===== src/rtl/dsp_pkg.sv =====
// Shared constants and types for sequencers that drive a DSP_SLC_LOGIC slice.
// SLC_TRUNC/SLC_SHIFT describe the slice's own arithmetic; the sequencer never compensates for them.
package dsp_pkg;

    localparam int SLC_LAT   = 4;
    localparam int SLC_TRUNC = 4;
    localparam int SLC_SHIFT = 8;

    typedef struct packed {
        logic tap0;
        logic last;
    } tag_t;

    typedef enum logic {
        ST_IDLE,
        ST_ISSUE
    } state_t;

endpackage


===== src/rtl/dsp_tap_mem.sv =====
// Coefficient register file plus circular sample delay line, one read port each.
// Storage is sized to the full address space so any address indexes safely; writes above NTAPS are dropped.
module dsp_tap_mem #(
    parameter int IN_WIDTH = 18,
    parameter int NTAPS    = 5,
    parameter int ADDR_W   = 4
) (
    input  logic                i_clk,
    input  logic                i_rst_n,
    input  logic                i_coef_we,
    input  logic [ADDR_W-1:0]   i_coef_addr,
    input  logic [IN_WIDTH-1:0] i_coef_data,
    input  logic                i_x_we,
    input  logic [ADDR_W-1:0]   i_x_addr,
    input  logic [IN_WIDTH-1:0] i_x_data,
    input  logic [ADDR_W-1:0]   i_h_raddr,
    output logic [IN_WIDTH-1:0] o_h_rdata,
    input  logic [ADDR_W-1:0]   i_x_raddr,
    output logic [IN_WIDTH-1:0] o_x_rdata
);

    localparam int DEPTH = 1 << ADDR_W;

    logic [DEPTH-1:0][IN_WIDTH-1:0] r_h;
    logic [DEPTH-1:0][IN_WIDTH-1:0] r_x;

    always_ff @(posedge i_clk or negedge i_rst_n) begin
        if (!i_rst_n) begin
            r_h <= '0;
            r_x <= '0;
        end else begin
            if (i_coef_we && (int'(i_coef_addr) < NTAPS))
                r_h[i_coef_addr] <= i_coef_data;
            if (i_x_we)
                r_x[i_x_addr] <= i_x_data;
        end
    end

    assign o_h_rdata = r_h[i_h_raddr];
    assign o_x_rdata = r_x[i_x_addr == i_x_raddr && i_x_we ? i_x_raddr : i_x_raddr];

endmodule


===== src/rtl/dsp_mac_fir_seq.sv =====
// Time-multiplexed FIR sequencer: feeds one DSP slice a coefficient/sample pair per cycle
// and closes the accumulation through the slice's PCIN/P path, strobing P out as Y.
module dsp_mac_fir_seq
    import dsp_pkg::*;
#(
    parameter int                   IN_WIDTH  = 18,
    parameter int                   OUT_WIDTH = 48,
    parameter int                   NTAPS     = 5,
    parameter int                   ADDR_W    = 4,
    parameter logic [OUT_WIDTH-1:0] ROUND_C   = '0
) (
    input  logic                 CLK,
    input  logic                 RST_N,
    input  logic [IN_WIDTH-1:0]  X,
    input  logic                 X_STRB,
    output logic                 X_RDY,
    input  logic                 COEF_WE,
    input  logic [ADDR_W-1:0]    COEF_ADDR,
    input  logic [IN_WIDTH-1:0]  COEF_DATA,
    output logic [IN_WIDTH-1:0]  A,
    output logic [IN_WIDTH-1:0]  B,
    output logic [OUT_WIDTH-1:0] C,
    output logic [OUT_WIDTH-1:0] PCIN,
    output logic                 USE_INREG0,
    output logic                 USE_PCIN,
    input  logic [OUT_WIDTH-1:0] P_IN,
    output logic [OUT_WIDTH-1:0] Y,
    output logic                 Y_STRB
);

    localparam logic [ADDR_W-1:0] LAST_K = ADDR_W'(NTAPS - 1);
    localparam logic [ADDR_W-1:0] NT_A   = ADDR_W'(NTAPS);

    state_t                 r_state, w_state_nxt;
    logic [ADDR_W-1:0]      r_k, w_k_nxt;
    logic [ADDR_W-1:0]      r_wptr, w_wptr_nxt;
    logic                   r_en;
    logic [IN_WIDTH-1:0]    r_a, r_b, w_a_nxt, w_b_nxt;
    logic [ADDR_W-1:0]      w_h_raddr, w_x_raddr;
    logic [IN_WIDTH-1:0]    w_h_rdata, w_x_rdata;
    logic                   w_accept, w_issue;
    tag_t                   w_tag_in;

    // Stage j of the tag pipe lines up with cycle t+1+j of the pair issued in cycle t;
    // r_cap is the final stage (t+4), where P_IN already holds the finished sum.
    logic [SLC_LAT-2:0]     r_vld_pipe;
    tag_t [SLC_LAT-2:0]     r_tag;
    logic                   r_cap;
    logic [OUT_WIDTH-1:0]   r_y;
    logic                   r_y_strb;

    assign w_accept = r_en && (r_state == ST_IDLE) && X_STRB;

    dsp_tap_mem #(
        .IN_WIDTH (IN_WIDTH),
        .NTAPS    (NTAPS),
        .ADDR_W   (ADDR_W)
    ) u_mem (
        .i_clk       (CLK),
        .i_rst_n     (RST_N),
        .i_coef_we   (COEF_WE && (r_state == ST_IDLE)),
        .i_coef_addr (COEF_ADDR),
        .i_coef_data (COEF_DATA),
        .i_x_we      (w_accept),
        .i_x_addr    (r_wptr),
        .i_x_data    (X),
        .i_h_raddr   (w_h_raddr),
        .o_h_rdata   (w_h_rdata),
        .i_x_raddr   (w_x_raddr),
        .o_x_rdata   (w_x_rdata)
    );

    always_comb begin
        w_state_nxt = r_state;
        w_k_nxt     = r_k;
        w_wptr_nxt  = r_wptr;
        w_h_raddr   = '0;
        w_x_raddr   = r_wptr;
        w_a_nxt     = '0;
        w_b_nxt     = '0;
        w_issue     = 1'b0;
        w_tag_in    = '{tap0: (r_k == '0), last: (r_k == LAST_K)};
        case (r_state)
            ST_IDLE: begin
                // Tap 0 uses the incoming sample directly; it is written to the line this same edge.
                if (w_accept) begin
                    w_state_nxt = ST_ISSUE;
                    w_k_nxt     = '0;
                    w_a_nxt     = w_h_rdata;
                    w_b_nxt     = X;
                end
            end
            ST_ISSUE: begin
                w_issue = 1'b1;
                if (r_k == LAST_K) begin
                    w_state_nxt = ST_IDLE;
                    w_wptr_nxt  = (r_wptr == LAST_K) ? '0 : r_wptr + 1'b1;
                end else begin
                    w_k_nxt   = r_k + 1'b1;
                    w_h_raddr = r_k + 1'b1;
                    w_x_raddr = (r_wptr > r_k) ? (r_wptr - r_k - 1'b1)
                                               : (r_wptr + NT_A - r_k - 1'b1);
                    w_a_nxt   = w_h_rdata;
                    w_b_nxt   = w_x_rdata;
                end
            end
            default: w_state_nxt = ST_IDLE;
        endcase
    end

    always_ff @(posedge CLK or negedge RST_N) begin
        if (!RST_N) begin
            r_state    <= ST_IDLE;
            r_k        <= '0;
            r_wptr     <= '0;
            r_en       <= 1'b0;
            r_a        <= '0;
            r_b        <= '0;
            r_vld_pipe <= '0;
            r_tag      <= '0;
            r_cap      <= 1'b0;
            r_y        <= '0;
            r_y_strb   <= 1'b0;
        end else begin
            r_state    <= w_state_nxt;
            r_k        <= w_k_nxt;
            r_wptr     <= w_wptr_nxt;
            r_en       <= 1'b1;
            r_a        <= w_a_nxt;
            r_b        <= w_b_nxt;
            r_vld_pipe <= {r_vld_pipe[SLC_LAT-3:0], w_issue};
            r_tag      <= {r_tag[SLC_LAT-3:0], w_tag_in};
            r_cap      <= r_vld_pipe[SLC_LAT-2] && r_tag[SLC_LAT-2].last;
            r_y_strb   <= r_cap;
            if (r_cap)
                r_y <= P_IN;
        end
    end

    assign X_RDY      = r_en && (r_state == ST_IDLE);
    assign A          = r_a;
    assign B          = r_b;
    assign C          = ROUND_C;
    assign PCIN       = P_IN;
    assign USE_INREG0 = 1'b1;
    assign USE_PCIN   = r_vld_pipe[SLC_LAT-2] && !r_tag[SLC_LAT-2].tap0;
    assign Y          = r_y;
    assign Y_STRB     = r_y_strb;

endmodule


===== config.mk =====
export PLATFORM = sky130hd
export DESIGN_NAME = dsp_mac_fir_seq
export DESIGN_NICKNAME = d
export VERILOG_FILES = /design/src/rtl/dsp_pkg.sv /design/src/rtl/dsp_tap_mem.sv /design/src/rtl/dsp_mac_fir_seq.sv
export SDC_FILE = /design/constraint.sdc
export NUM_CORES = 1
export LEC_CHECK = 0
export CORE_ASPECT_RATIO = 1.5
export CORE_MARGIN = 2
export CORE_UTILIZATION = 55
export DETAILED_ROUTE_END_ITERATION = 10
export GPL_ROUTABILITY_DRIVEN = 1
export PLACE_DENSITY_LB_ADDON = 0.05
export SETUP_SLACK_MARGIN = 0.2
export SLEW_MARGIN = 20
export SYNTH_ARGS = -nofsm -noshare
export SYNTH_HDL_FRONTEND = slang
export SYNTH_HIERARCHICAL = 1
export SYNTH_SLANG_ARGS = --single-unit

===== constraint.sdc =====
create_clock -name CLK -period 10 [get_ports CLK]
set_input_delay 1 -clock CLK [delete_from_list [all_inputs] [get_ports CLK]]
set_output_delay 1 -clock CLK [all_outputs]
set_load 0.005 [all_outputs]

Word level (Yosys, flattened, before mapping)
Index checks and enable logic that the tools add are counted.
W data, S select, Z words.
{ "totals": {"input_bits": 92, "ff_bits": 681, "word_cells": 109, "out_inout_bits": 184} }
{ "op_classes": {"n_lt_le_gt_ge": 8, "n_eq_ne": 4, "addsub": 7, "n_mux": 29, "reduce_logical": 12, "bitwise_logic": 1} }
{ "ops": {"columns": ["operator", "n"], "rows": [
  ["$bwmux W288", 2],
  ["$bmux W18 S4", 2],
  ["$demux W18 S4", 2],
  ["$mux W18", 8],
  ["$pmux W18 S2", 2],
  ["$mux W4", 8],
  ["$lt A4 B5 Y1 const B", 4],
  ["$add A4 B1 Y4 const B", 2],
  ["$eq A4 B3 Y1 const B", 2],
  ["$ge A4 B1 Y1 const B", 2],
  ["$logic_and A1 B1 Y1", 8],
  ["$pmux W4 S2", 1],
  ["$sub A4 B1 Y4 const B", 2],
  ["$sub A4 B4 Y4", 2],
  ["$add A4 B3 Y4 const B", 1],
  ["$gt A4 B4 Y1", 1],
  ["$logic_not A4 Y1", 1],
  ["$lt A4 B3 Y1 const B", 1],
  ["$reduce_and A2 Y1", 2],
  ["$mux W1", 3],
  ["$ne A2 B1 Y1 const B", 1],
  ["$ne A2 B2 Y1 const B", 1],
  ["$pmux W1 S2", 1],
  ["$logic_not A1 Y1", 1],
  ["$not A1 Y1", 1]
]} }

Longest topological paths before layout
Gate-level depths: netlist of run 1.
{ "depth": {"depth_word": 10, "depth_mapped": 15, "depth_no_buf": 13} }

By module
The synthesis of run 1 kept the hierarchy.
{ "modules_own_cells": {"columns": ["module", "cells_each", "area_per_inst_um2", "instances", "seq_area_each_um2"], "rows": [
  ["dsp_tap_mem", 1535, 24004.3, 1, 14413.8],
  ["dsp_mac_fir_seq", 391, 4913.5, 1, 2627.5]
]} }

Least setup slack after synthesis of run 1
OpenSTA, ideal clock, no wires.
{ "synth_path": {"path_type": "reg-to-reg", "start": "reg r_wptr[0]", "end": "reg r_b[12], in the netlist B[12]", "stages_incl_launch_ff": 14, "setup_slack_ps": 6732, "setup_ps": 121, "arrival_ps": 3147, "cell_sequence": "dfrtp_1 inv_1 ha_1 fa_1 nand3b_1 a21oi_1 nand2_1 a31oi_1 buf_2 buf_2 mux4_2 a22oi_1 nand2_1 a22o_1"} }
{ "synth_between": {"elab_chain_cells": 10, "word_cells_on_any_way": 13, "classes_between": "add/sub: 5; order compare: 1; mux: 7"} }
{ "synth_rtl": {"columns": ["item", "line_no", "rtl"], "rows": [
  ["start: declaration", "dsp_mac_fir_seq.sv:36", "logic [ADDR_W-1:0] r_wptr, w_wptr_nxt;"],
  ["start signal: assignment", "dsp_mac_fir_seq.sv:127", "r_wptr <= w_wptr_nxt;"],
  ["$add A4 B3 Y4", "dsp_mac_fir_seq.sv:102", ": (r_wptr + NT_A - r_k - 1'b1);"],
  ["$sub A4 B4 Y4", "dsp_mac_fir_seq.sv:102", null],
  ["$sub A4 B1 Y4", "dsp_mac_fir_seq.sv:102", null],
  ["$mux W4", "dsp_mac_fir_seq.sv:101", "w_x_raddr = (r_wptr > r_k) ? (r_wptr - r_k - 1'b1)"],
  ["$mux W4", "dsp_mac_fir_seq.sv:95", "if (r_k == LAST_K) begin"],
  ["$mux W4 *", "dsp_mac_fir_seq.sv:83", "case (r_state)"],
  ["net w_x_raddr[0]", "dsp_mac_fir_seq.sv:39", "logic [ADDR_W-1:0] w_h_raddr, w_x_raddr;"],
  ["$bmux W18 S4 *", "dsp_tap_mem.sv:40", "assign o_x_rdata = r_x[i_x_addr == i_x_raddr && i_x_we ? i_x_raddr : i_x_raddr];"],
  ["$mux W18 *", "dsp_tap_mem.sv:40", null],
  ["net w_x_rdata[12]", "dsp_mac_fir_seq.sv:40", "logic [IN_WIDTH-1:0] w_h_rdata, w_x_rdata;"],
  ["$mux W18 *", "dsp_mac_fir_seq.sv:95", null],
  ["$pmux W18 S2 *", "dsp_mac_fir_seq.sv:83", null],
  ["net w_b_nxt[12]", "dsp_mac_fir_seq.sv:38", "logic [IN_WIDTH-1:0] r_a, r_b, w_a_nxt, w_b_nxt;"],
  ["end signal: assignment", "dsp_mac_fir_seq.sv:130", "r_b <= w_b_nxt;"],
  ["end: declaration", "dsp_mac_fir_seq.sv:38", null]
]} }
The timed path passes the listed nets; every way through them passes the cells marked *. The select of a mux whose other input is x is not followed.
A chain may end at the register's enable or synchronous reset.

Final worst setup path of run 1
{ "layout_path": {"start": "reg r_k[0]", "end": "reg r_b[13], in the netlist B[13]"} }
{ "layout_between": {"elab_chain_cells": 9, "word_cells_on_any_way": 13, "classes_between": "add/sub: 4; order compare: 1; eq/ne: 1; mux: 7"} }
{ "layout_rtl": {"columns": ["item", "line_no", "rtl"], "rows": [
  ["start: declaration", "dsp_mac_fir_seq.sv:35", "logic [ADDR_W-1:0] r_k, w_k_nxt;"],
  ["start signal: assignment", "dsp_mac_fir_seq.sv:126", "r_k <= w_k_nxt;"],
  ["$sub A4 B4 Y4 (on tied branches)", "dsp_mac_fir_seq.sv:102, dsp_mac_fir_seq.sv:101", null],
  ["$sub A4 B1 Y4 (on tied branches)", "dsp_mac_fir_seq.sv:102, dsp_mac_fir_seq.sv:101", null],
  ["$mux W4", "dsp_mac_fir_seq.sv:101", null],
  ["$mux W4 *", "dsp_mac_fir_seq.sv:95", null],
  ["$mux W4 *", "dsp_mac_fir_seq.sv:83", null],
  ["net w_x_raddr[0]", "dsp_mac_fir_seq.sv:39", null],
  ["$bmux W18 S4 *", "dsp_tap_mem.sv:40", null],
  ["$mux W18 *", "dsp_tap_mem.sv:40", null],
  ["net w_x_rdata[13]", "dsp_mac_fir_seq.sv:40", null],
  ["$mux W18 *", "dsp_mac_fir_seq.sv:95", null],
  ["$pmux W18 S2 *", "dsp_mac_fir_seq.sv:83", null],
  ["net w_b_nxt[13]", "dsp_mac_fir_seq.sv:38", null]
]} }
Marked as above.

==> impl_metrics.py, run 1 <==
metrics = {
    "outcome": {
        "status": "finished clean",
    },
    "worst_setup_path": {
        "crit_chain": "inv_1, ha_1, nand3b_4, and2_1, buf_4, nor2_1, a31oi_4, buf_4, mux4_2, a22oi_1, nand2_1, a22o_1",
        "crit_path_end_kind": "register",
        "crit_top_cell": "buf_4",
        "crit_fanout": 34,
        "worstPathRequired_ps": 10480,
        "setup.worst_path.end": "B[13]",
        "cpMaxStageDelayCell": "and2_1",
        "r2r_end": "B[13]",
        "rr_startpoint": "r_k[0]",
        "r2r_slack_ps": 5490,
        "cp_slowest_stage_delay_ps": 740,
        "cp.arrival_ps": 4990,
        "start_kind": "register",
        "crit_type": "reg2reg",
        "reg2reg_depth": 12,
        "crit_start": "r_k[0]",
    },
    "synth": {
        "synth_top_family_by_area": "multiplexers",
        "synthSimpleGateAreaFrac_pct": 2.440,
        "postSynthCellCount": 1926,
        "synth-edff-count": 0,
        "syn_area_um2": 28920,
        "synth_top_cell_area_share_pct": 58.93,
        "synthMuxAreaShare_pct": 27.84,
        "synth_warnings": 6,
        "synth_flop_cell": "dfrtp_1",
        "ys_top_cells_by_area": "dfrtp_1 59%, mux2_2 17%, mux4_2 11%",
        "ys_types": 50,
        "synth_commonest_cells": "681 x dfrtp_1, 427 x mux2_2, 244 x clkbuf_1",
        "syn_avg_cell_area_um2": 15.01,
        "synth-seq-cells": 681,
        "yosysTopAreaCell": "dfrtp_1",
        "synth.most_common_cell": "dfrtp_1",
        "ys_seq_area_share_pct": 58.93,
        "synthArstFlopShare_pct": 100.0,
        "synth_compound_area_share_pct": 2.947,
        "yosys.area_share.adder_pct": 0.7529,
        "synth_xor_area_share_pct": 0.1211,
    },
    "finish": {
        "drive_above_1_share_pct": 37.66,
        "area_growth_pct": 13.72,
        "nNetsFinal": 2006,
        "final_util_pct": 63.46,
        "fillers": 3872,
        "fin_area_um2": 32880,
    },
    "floorplanning": {
        "die_y_um": 284.8,
        "coreArea_um2": 51810,
        "initial_core_util_pct": 55.81,
        "dieArea_um2": 54470,
        "dieWidth_um": 191.2,
        "ios": 276,
        "num_rows": 102,
    },
    "placement": {
        "gp_congestion": 0.7631,
        "hpwl_mm": 37.22,
        "placed_area_um2": 30580,
        "numPortBuffers": 226,
    },
    "power_and_ir_drop": {
        "power.share.clock_pct": 27.0,
        "cellPowerDensity_nw_per_um2": 291.4,
        "vdd_drop_max_mv": 0.3566,
        "combPwrFrac_pct": 36.3,
        "p_leak_nw": 15.42,
        "internal-power_mw": 6.520,
        "switchingPower_mw": 3.062,
        "switching_share_pct": 31.96,
        "seqPwrFrac_pct": 36.7,
    },
    "sta": {
        "worstMarginPinSlew_ps": 1128,
        "setup_violations": 0,
        "fin_skew_ps": 16.81,
        "holdWs_ps": 343.4,
        "rsz0062_at_grt": "no",
        "fmax_mhz": 221.5,
        "finalHoldViolCount": 0,
        "drv_slew": 0,
        "period_share_pct": 45.14,
        "tns_ps": 0,
        "slew_headroom_pct": 24.81,
        "finalCriticalPeriod_ps": 4514,
    },
    "cts": {
        "cts_tree": "done",
        "clk_pin_slew_ps": 60,
        "cts.repair.resized": 0,
        "cts_buffers": 66,
        "cts_root_buffer": "clkbuf_16",
        "cts_buffer_depth": 3,
        "worstSkewPairLatency_ps": 600,
        "cts_max_level": 3,
        "clock_sinks": 681,
        "post_cts_buffers": 0,
        "cts_hold_buf": 0,
    },
    "grt": {
        "grtUsageMet1_pct": 29.92,
        "grt_pass1_vias": 16528,
        "antenna_found_initial": 6,
        "track_usage_pct": 23.48,
        "grt_max_degree": 195,
        "busiest_layer": "met2",
        "gr-total-overflow": 0,
        "grt.met2_usage_pct": 40.21,
        "grtUsageMet3_pct": 3.840,
        "grt_pass1_wl_mm": 97.05,
    },
    "min_path": {
        "hold_class": "reg2reg",
    },
    "detailed_routing": {
        "drtAntennaViolNets": 0,
        "drt_wl_total_mm": 61.37,
        "dr.pass1.iters": 4,
        "drc": 0,
        "drtIter0Drc": 779,
        "via_per_inst": 5.661,
        "vias": 14878,
        "wl_per_cell_um": 23.35,
    },
    "run": {
        "drv_cap": 0,
    },
}
-- stage by stage --
stage,setup WS (ps),power (mW),std cells
finish,5486,9.582,2628
global route,5133,10.09,2628
CTS,4881,9.688,2624
detailed placement,4901,7.078,2506
global placement,5038,7.002,2506
floorplan,6732,5.887,1974
-- cells by family after synthesis --
kind of cell | count (synthesis)
muxes | 571
xor gates and xnor gates | 4
DFF | 681
and+or+nand+nor | 127
other | 2
buffers and inverters | 412
adders and majority gates | 15
AOI/OAI and AO/OA | 114
-- registers in the layout, summed over array words and instances, names as in the netlist, 3 cells and up --
register / cells
r_k: 4
r_wptr: 4
r_vld_pipe: 3
B: 18
u_mem/r_h: 288
A: 18
u_mem/r_x: 288
r_tag: 6
Y: 48
-- final cells by class --
class,instances,area (µm²),area share (%)
sequential,681,17040,51.83
antenna,3,7.507,0.02283
tap,676,845.8,2.572
clock buffer,94,1949,5.928
clock inverter,24,315.3,0.9588
inverter,12,46.29,0.1408
timing repair buffer,257,2549,7.751
multi-input combinational,881,10130,30.80
-- layout by cell type, fill, tap and decap left out, drive strengths merged, types with 26 or more instances in the layout --
| cell type | n |
|---|---|
| clkbuf | 94 |
| mux2 | 427 |
| clkdlybuf4s50 | 225 |
| nand2 | 46 |
| mux4 | 144 |
| conb | 50 |
| buf | 32 |
| dfrtp | 681 |
| a22oi | 73 |
| nor2b | 26 |
-- worst min-delay path by stage --
stage                   from        to  slack (ps)  depth (start not counted)
floorplan           r_tag[0]  r_tag[2]         330                          0
global placement    r_tag[2]  r_tag[4]         340                          0
detailed placement  r_tag[0]  r_tag[2]         340                          0
CTS                 r_tag[1]  r_tag[3]         350                          0
global route        r_tag[1]  r_tag[3]         350                          0
finish              r_tag[1]  r_tag[3]         340                          0
-- routing by layer --
| metal | share of wire (%) | vias to the layer above | routed length (µm) |
|---|---|---|---|
| li1 | - | 6546 | - |
| met1 | 40 | 7893 | 24740 |
| met2 | 52 | 306 | 32160 |
| met3 | 3.9 | 127 | 2370 |
| met4 | 3.4 | 6 | 2058 |
| met5 | 0.065 | - | 40 |
-- critical path, delay by kind of cell, from the launching register on --
| family | cells | cell delay, ps |
|---|---|---|
| buf+inv | 3 | 1160 |
| mux | 1 | 580 |
| compound gates | 3 | 840 |
| fa+ha+maj | 1 | 250 |
| simple gates | 4 | 1050 |
| flops | 1 | 490 |
-- power groups by stage --
stage               Sequential (mW)  Combinational, mW  Clock, mW
CTS                            3.52               3.51       2.65
floorplan                      3.49               2.40          0
global route                   3.58               3.75       2.76
detailed placement             3.57               3.50          0
finish                         3.52               3.48       2.58
global placement               3.54               3.46          0
Note: power is estimated with default switching activity, not from simulation.
==> run 2: changes to the inputs <==
==> constraint.sdc (replaced) <==
create_clock -name CLK -period 4.4 [get_ports CLK]
set_input_delay 0.44 -clock CLK [delete_from_list [all_inputs] [get_ports CLK]]
set_output_delay 0.44 -clock CLK [all_outputs]
set_load 0.005 [all_outputs]
==> impl_metrics.py, run 2 (synthesis results as in run 1) <==
metrics = {
    "worst_setup_path": {
        "start_kind": "register",
        "crit_fanout": 48,
        "r2r_slack_ps": 540,
        "path_delay_family": "compound AO/OA/AOI/OAI gates",
        "reg2reg_depth": 12,
        "crit_type": "reg2reg",
        "rr_startpoint": "r_wptr[0]",
        "crit_path_end_kind": "register",
        "cp.depth": 12,
        "setup.worst_path.end": "B[8]",
        "crit_chain": "inv_1, ha_1, fa_1, nand3b_1, a21oi_1, nand2_1, a31oi_4, buf_12, mux4_2, a22oi_1, nand2_1, a22o_1",
        "cp.arrival_ps": 4340,
        "crit_start": "r_wptr[0]",
        "path_buf_inv": 2,
        "r2r_end": "B[8]",
        "crit_top_cell": "nand2_1",
        "cpMaxStageDelayCell": "dfrtp_1",
        "cp_slowest_stage_delay_ps": 640,
        "worstPathRequired_ps": 4880,
    },
    "cts": {
        "cts_root_buffer": "clkbuf_16",
        "clk_pin_slew_ps": 60,
        "cts_tree": "done",
        "cts_buffer_depth": 3,
        "clock_sinks": 681,
        "cts_buffers": 67,
        "worstSkewPairLatency_ps": 610,
        "cts_max_level": 3,
    },
    "sta": {
        "fin_skew_ps": 22.53,
        "worstMarginPinSlew_ps": 1075,
        "fmax_mhz": 258.9,
        "tns_ps": 0,
        "setup_violations": 0,
        "finalHoldViolCount": 0,
        "drv_slew": 0,
        "slew_headroom_pct": 28.16,
        "rsz0062_at_grt": "yes",
        "finalCriticalPeriod_ps": 3862,
        "period_share_pct": 87.78,
    },
    "power_and_ir_drop": {
        "cellPowerDensity_nw_per_um2": 660.0,
        "vdd_drop_max_mv": 0.8873,
        "p_leak_nw": 15.58,
    },
    "grt": {
        "grt_max_degree": 117,
        "antenna_found_initial": 3,
        "gr-total-overflow": 0,
        "grt_pass1_wl_mm": 98.21,
        "grt_pass1_vias": 16689,
        "track_usage_pct": 23.83,
    },
    "detailed_routing": {
        "wl_per_cell_um": 23.42,
        "dr.pass1.iters": 4,
        "vias": 14968,
        "drt_wl_total_mm": 62.16,
        "drtAntennaViolNets": 0,
        "drtIter0Drc": 892,
        "via_per_inst": 5.640,
        "drc": 0,
    },
    "finish": {
        "diodes": 0,
        "nNetsFinal": 2035,
        "area_growth_pct": 14.54,
        "final_cell_mix": "680 x dfrtp_1, 427 x mux2_2, 225 x clkdlybuf4s50_1",
        "drive_above_1_share_pct": 38.32,
        "seq_area_um2": 17040,
        "multiInputGateArea_um2": 10080,
        "layout.cells.non_filler": 2654,
        "fillers": 3850,
        "layout_commonest_cell": "dfrtp_1",
        "fin_area_um2": 33120,
    },
    "placement": {
        "gp_congestion": 0.7381,
        "placed_area_um2": 30870,
        "numPortBuffers": 226,
        "place_inst": 2534,
        "hpwl_mm": 38.98,
    },
    "floorplanning": {
        "dieWidth_um": 191.2,
        "ios": 276,
        "die_y_um": 284.8,
        "num_rows": 102,
        "coreArea_um2": 51810,
        "dieArea_um2": 54470,
        "initial_core_util_pct": 55.81,
    },
    "min_path": {
        "hold_class": "reg2reg",
    },
    "run": {
        "drv_cap": 0,
    },
    "outcome": {
        "status": "finished clean",
    },
}
==> run 2: final cells by class <==
| class | count | share of cell area, % |
|---|---|---|
| flip-flops and latches | 681 | 51.45 |
| multi-input cells | 881 | 30.44 |
| clock inverters | 24 | 0.9255 |
| well taps | 676 | 2.554 |
| repair buffers | 285 | 8.654 |
| clock buffers | 95 | 5.836 |
| inverters | 12 | 0.1398 |
==> run 2: per-stage QoR <==
stage / power [mW] / setup slack, ps / utilization [%] / hold slack, ps
5_1_grt: 23.05 / 197.1 / 63.93 / 356.0
3_5_place_dp: 16.29 / 499.8 / 59.58 / 336.3
2_1_floorplan: 13.38 / 1132 / - / 144.4
6_report: 21.86 / 537.5 / 63.93 / 350.6
4_1_cts: 22.20 / 470.0 / 63.92 / 352.2
3_3_place_gp: 16.10 / 633.5 / 59.58 / 340.8
==> run 2: routing by layer <==
layer	vias up	share of wire, %	GRT usage (%)
li1	6616	-	-
met1	7963	41	30.72
met2	282	53	41.39
met3	101	3.4	3.434
met4	6	2.8	8.096
met5	-	0.066	0
==> run 2: what timing repair did <==
item	CTS	global route
buffers inserted	0	0
hold buffers	1	0
resized for setup	0	1
endpoints found under the hold margin	60	0
endpoints found under the setup margin	0	6
==> run 2: worst min path at each step <==
stage	startpoint	to	slack, ps	cells after the start
final	r_vld_pipe[0]	r_vld_pipe[1]	350	0
after global routing	r_vld_pipe[0]	r_vld_pipe[1]	360	0
after CTS	r_vld_pipe[0]	r_vld_pipe[1]	350	0
after detailed placement	r_vld_pipe[0]	r_vld_pipe[1]	340	0
after global placement	r_tag[0]	r_tag[2]	340	0
after floorplan	RST_N	A[0]	140	0
==> run 2: report_power, final <==
group | switching (mW) | internal [mW]
sequential | 0.616 | 7.39
combinational | 4.00 | 4.03
clock | 2.40 | 3.43
==> run 3: changes to the inputs <==
==> constraint.sdc (replaced) <==
create_clock -name CLK -period 4.8 [get_ports CLK]
set_input_delay 0.48 -clock CLK [delete_from_list [all_inputs] [get_ports CLK]]
set_output_delay 0.48 -clock CLK [all_outputs]
set_load 0.005 [all_outputs]
==> impl_metrics.py, run 3 (synthesis results as in run 1) <==
metrics = {
    "outcome": {
        "status": "finished clean",
    },
    "floorplanning": {
        "dieArea_um2": 54470,
        "dieWidth_um": 191.2,
        "ios": 276,
        "num_rows": 102,
        "die_y_um": 284.8,
        "initial_core_util_pct": 55.81,
        "coreArea_um2": 51810,
    },
    "sta": {
        "fin_skew_ps": 10.75,
        "slew_headroom_pct": 29.13,
        "fmax_mhz": 257.4,
        "setup_violations": 0,
        "finalHoldViolCount": 0,
        "drv_slew": 0,
        "rsz0062_at_grt": "no",
        "finalCriticalPeriod_ps": 3885,
        "holdWs_ps": 346.9,
        "fin_ws_ps": 915.3,
        "period_share_pct": 80.93,
        "worstMarginPinSlew_ps": 1063,
        "tns_ps": 0,
    },
    "detailed_routing": {
        "drc": 0,
        "dr.pass1.iters": 4,
        "dr_wl_met2_mm": 32.82,
        "drtAntennaViolNets": 0,
        "met1Wirelength_mm": 25.06,
        "via_per_inst": 5.642,
        "drtIter0Drc": 774,
        "highest_layer": "met5",
        "drt_wl_total_mm": 61.69,
        "vias": 14861,
        "wl_per_cell_um": 23.42,
        "met3_length_mm": 2.164,
    },
    "worst_setup_path": {
        "start_kind": "register",
        "crit_top_cell": "nand2_1",
        "crit_chain": "inv_1, ha_1, fa_1, nand3b_1, a21oi_1, nand2_1, a31oi_4, buf_12, mux4_2, a22oi_1, nand2_1, a22o_1",
        "worstPathRequired_ps": 5270,
        "crit_path_end_kind": "register",
        "cp_slowest_stage_delay_ps": 630,
        "crit_fanout": 72,
        "cp.arrival_ps": 4350,
        "cpMaxStageDelayCell": "dfrtp_1",
        "crit_type": "reg2reg",
    },
    "placement": {
        "gp_congestion": 0.7656,
        "pre_cts_ws_ps": 882.4,
        "numPortBuffers": 226,
        "hpwl_mm": 38.44,
    },
    "grt": {
        "gr-total-overflow": 0,
        "track_usage_pct": 23.79,
        "antenna_found_initial": 3,
        "grt_max_degree": 118,
        "grt_pass1_wl_mm": 98.11,
        "grt_pass1_vias": 16545,
    },
    "power_and_ir_drop": {
        "vdd_drop_max_mv": 1.236,
        "cellPowerDensity_nw_per_um2": 595.1,
        "finalPower_mw": 19.54,
        "p_leak_nw": 15.43,
    },
    "cts": {
        "post_cts_buffers": 0,
        "cts_hold_buf": 1,
        "cts_max_level": 3,
        "clk_pin_slew_ps": 60,
        "cts_root_buffer": "clkbuf_16",
        "cts.repair.resized": 0,
        "cts_tree": "done",
        "cts_buffers": 66,
        "worstSkewPairLatency_ps": 590,
        "cts_buffer_depth": 3,
        "clock_sinks": 681,
    },
    "run": {
        "drv_cap": 0,
    },
    "finish": {
        "final_util_pct": 63.38,
        "nNetsFinal": 2026,
        "layout_commonest_cell": "dfrtp_1",
        "drive_above_1_share_pct": 37.92,
        "area_growth_pct": 13.56,
        "final_cell_mix": "680 x dfrtp_1, 427 x mux2_2, 225 x clkdlybuf4s50_1",
    },
    "min_path": {
        "hold_class": "reg2reg",
    },
}
-- run 3: per-stage QoR --
step	instance area, µm²	std cells
2_1_floorplan	29100	1974
5_1_grt	32840	2634
6_report	32840	2634
3_3_place_gp	30750	2526
4_1_cts	32840	2633
3_5_place_dp	30750	2526
-- run 3: power by group --
part	leakage [nW]	switching (mW)	internal (mW)
registers	9.19	0.550	6.78
logic	5.22	3.61	3.63
clock network	1.02	2.08	2.89
-- run 3: area by class of cell --
class / instances / area (µm²)
clock buffers: 96 / 2011
multi-input cells: 881 / 10090
inverters: 12 / 46.29
flip-flops and latches: 681 / 17040
well taps: 676 / 845.8
diodes: 1 / 2.502
repair buffers: 277 / 2740
fillers: 3829 / 18980
clock inverters: 10 / 65.06
-- run 3: worst max-delay path, delay by kind of cell, from the launching register on --
kind | cells | cell delay, ps
AOI/OAI and AO/OA | 4 | 940
DFF | 1 | 630
buffers and inverters | 2 | 620
adders and majority gates | 2 | 580
muxes | 1 | 570
and+or+nand+nor | 3 | 410
-- run 3: worst paths after layout --
path	from	end	slack [ps]	depth (start not counted)
max	r_wptr[0]	B[12]	920	12
min	r_vld_pipe[1]	r_vld_pipe[2]	350	0
max reg2reg	r_wptr[0]	B[12]	920	12
min reg2reg	r_vld_pipe[1]	r_vld_pipe[2]	350	0
max in group asynchronous	RST_N	u_mem/r_x[260]	2960	4
min in group asynchronous	RST_N	Y[23]	530	2
-- run 3: routing by layer --
metal	vias to the layer above	global-route usage [%]
met5	-	0
met3	102	3.385
met1	7916	30.71
li1	6563	-
met4	4	8.000
met2	276	41.32
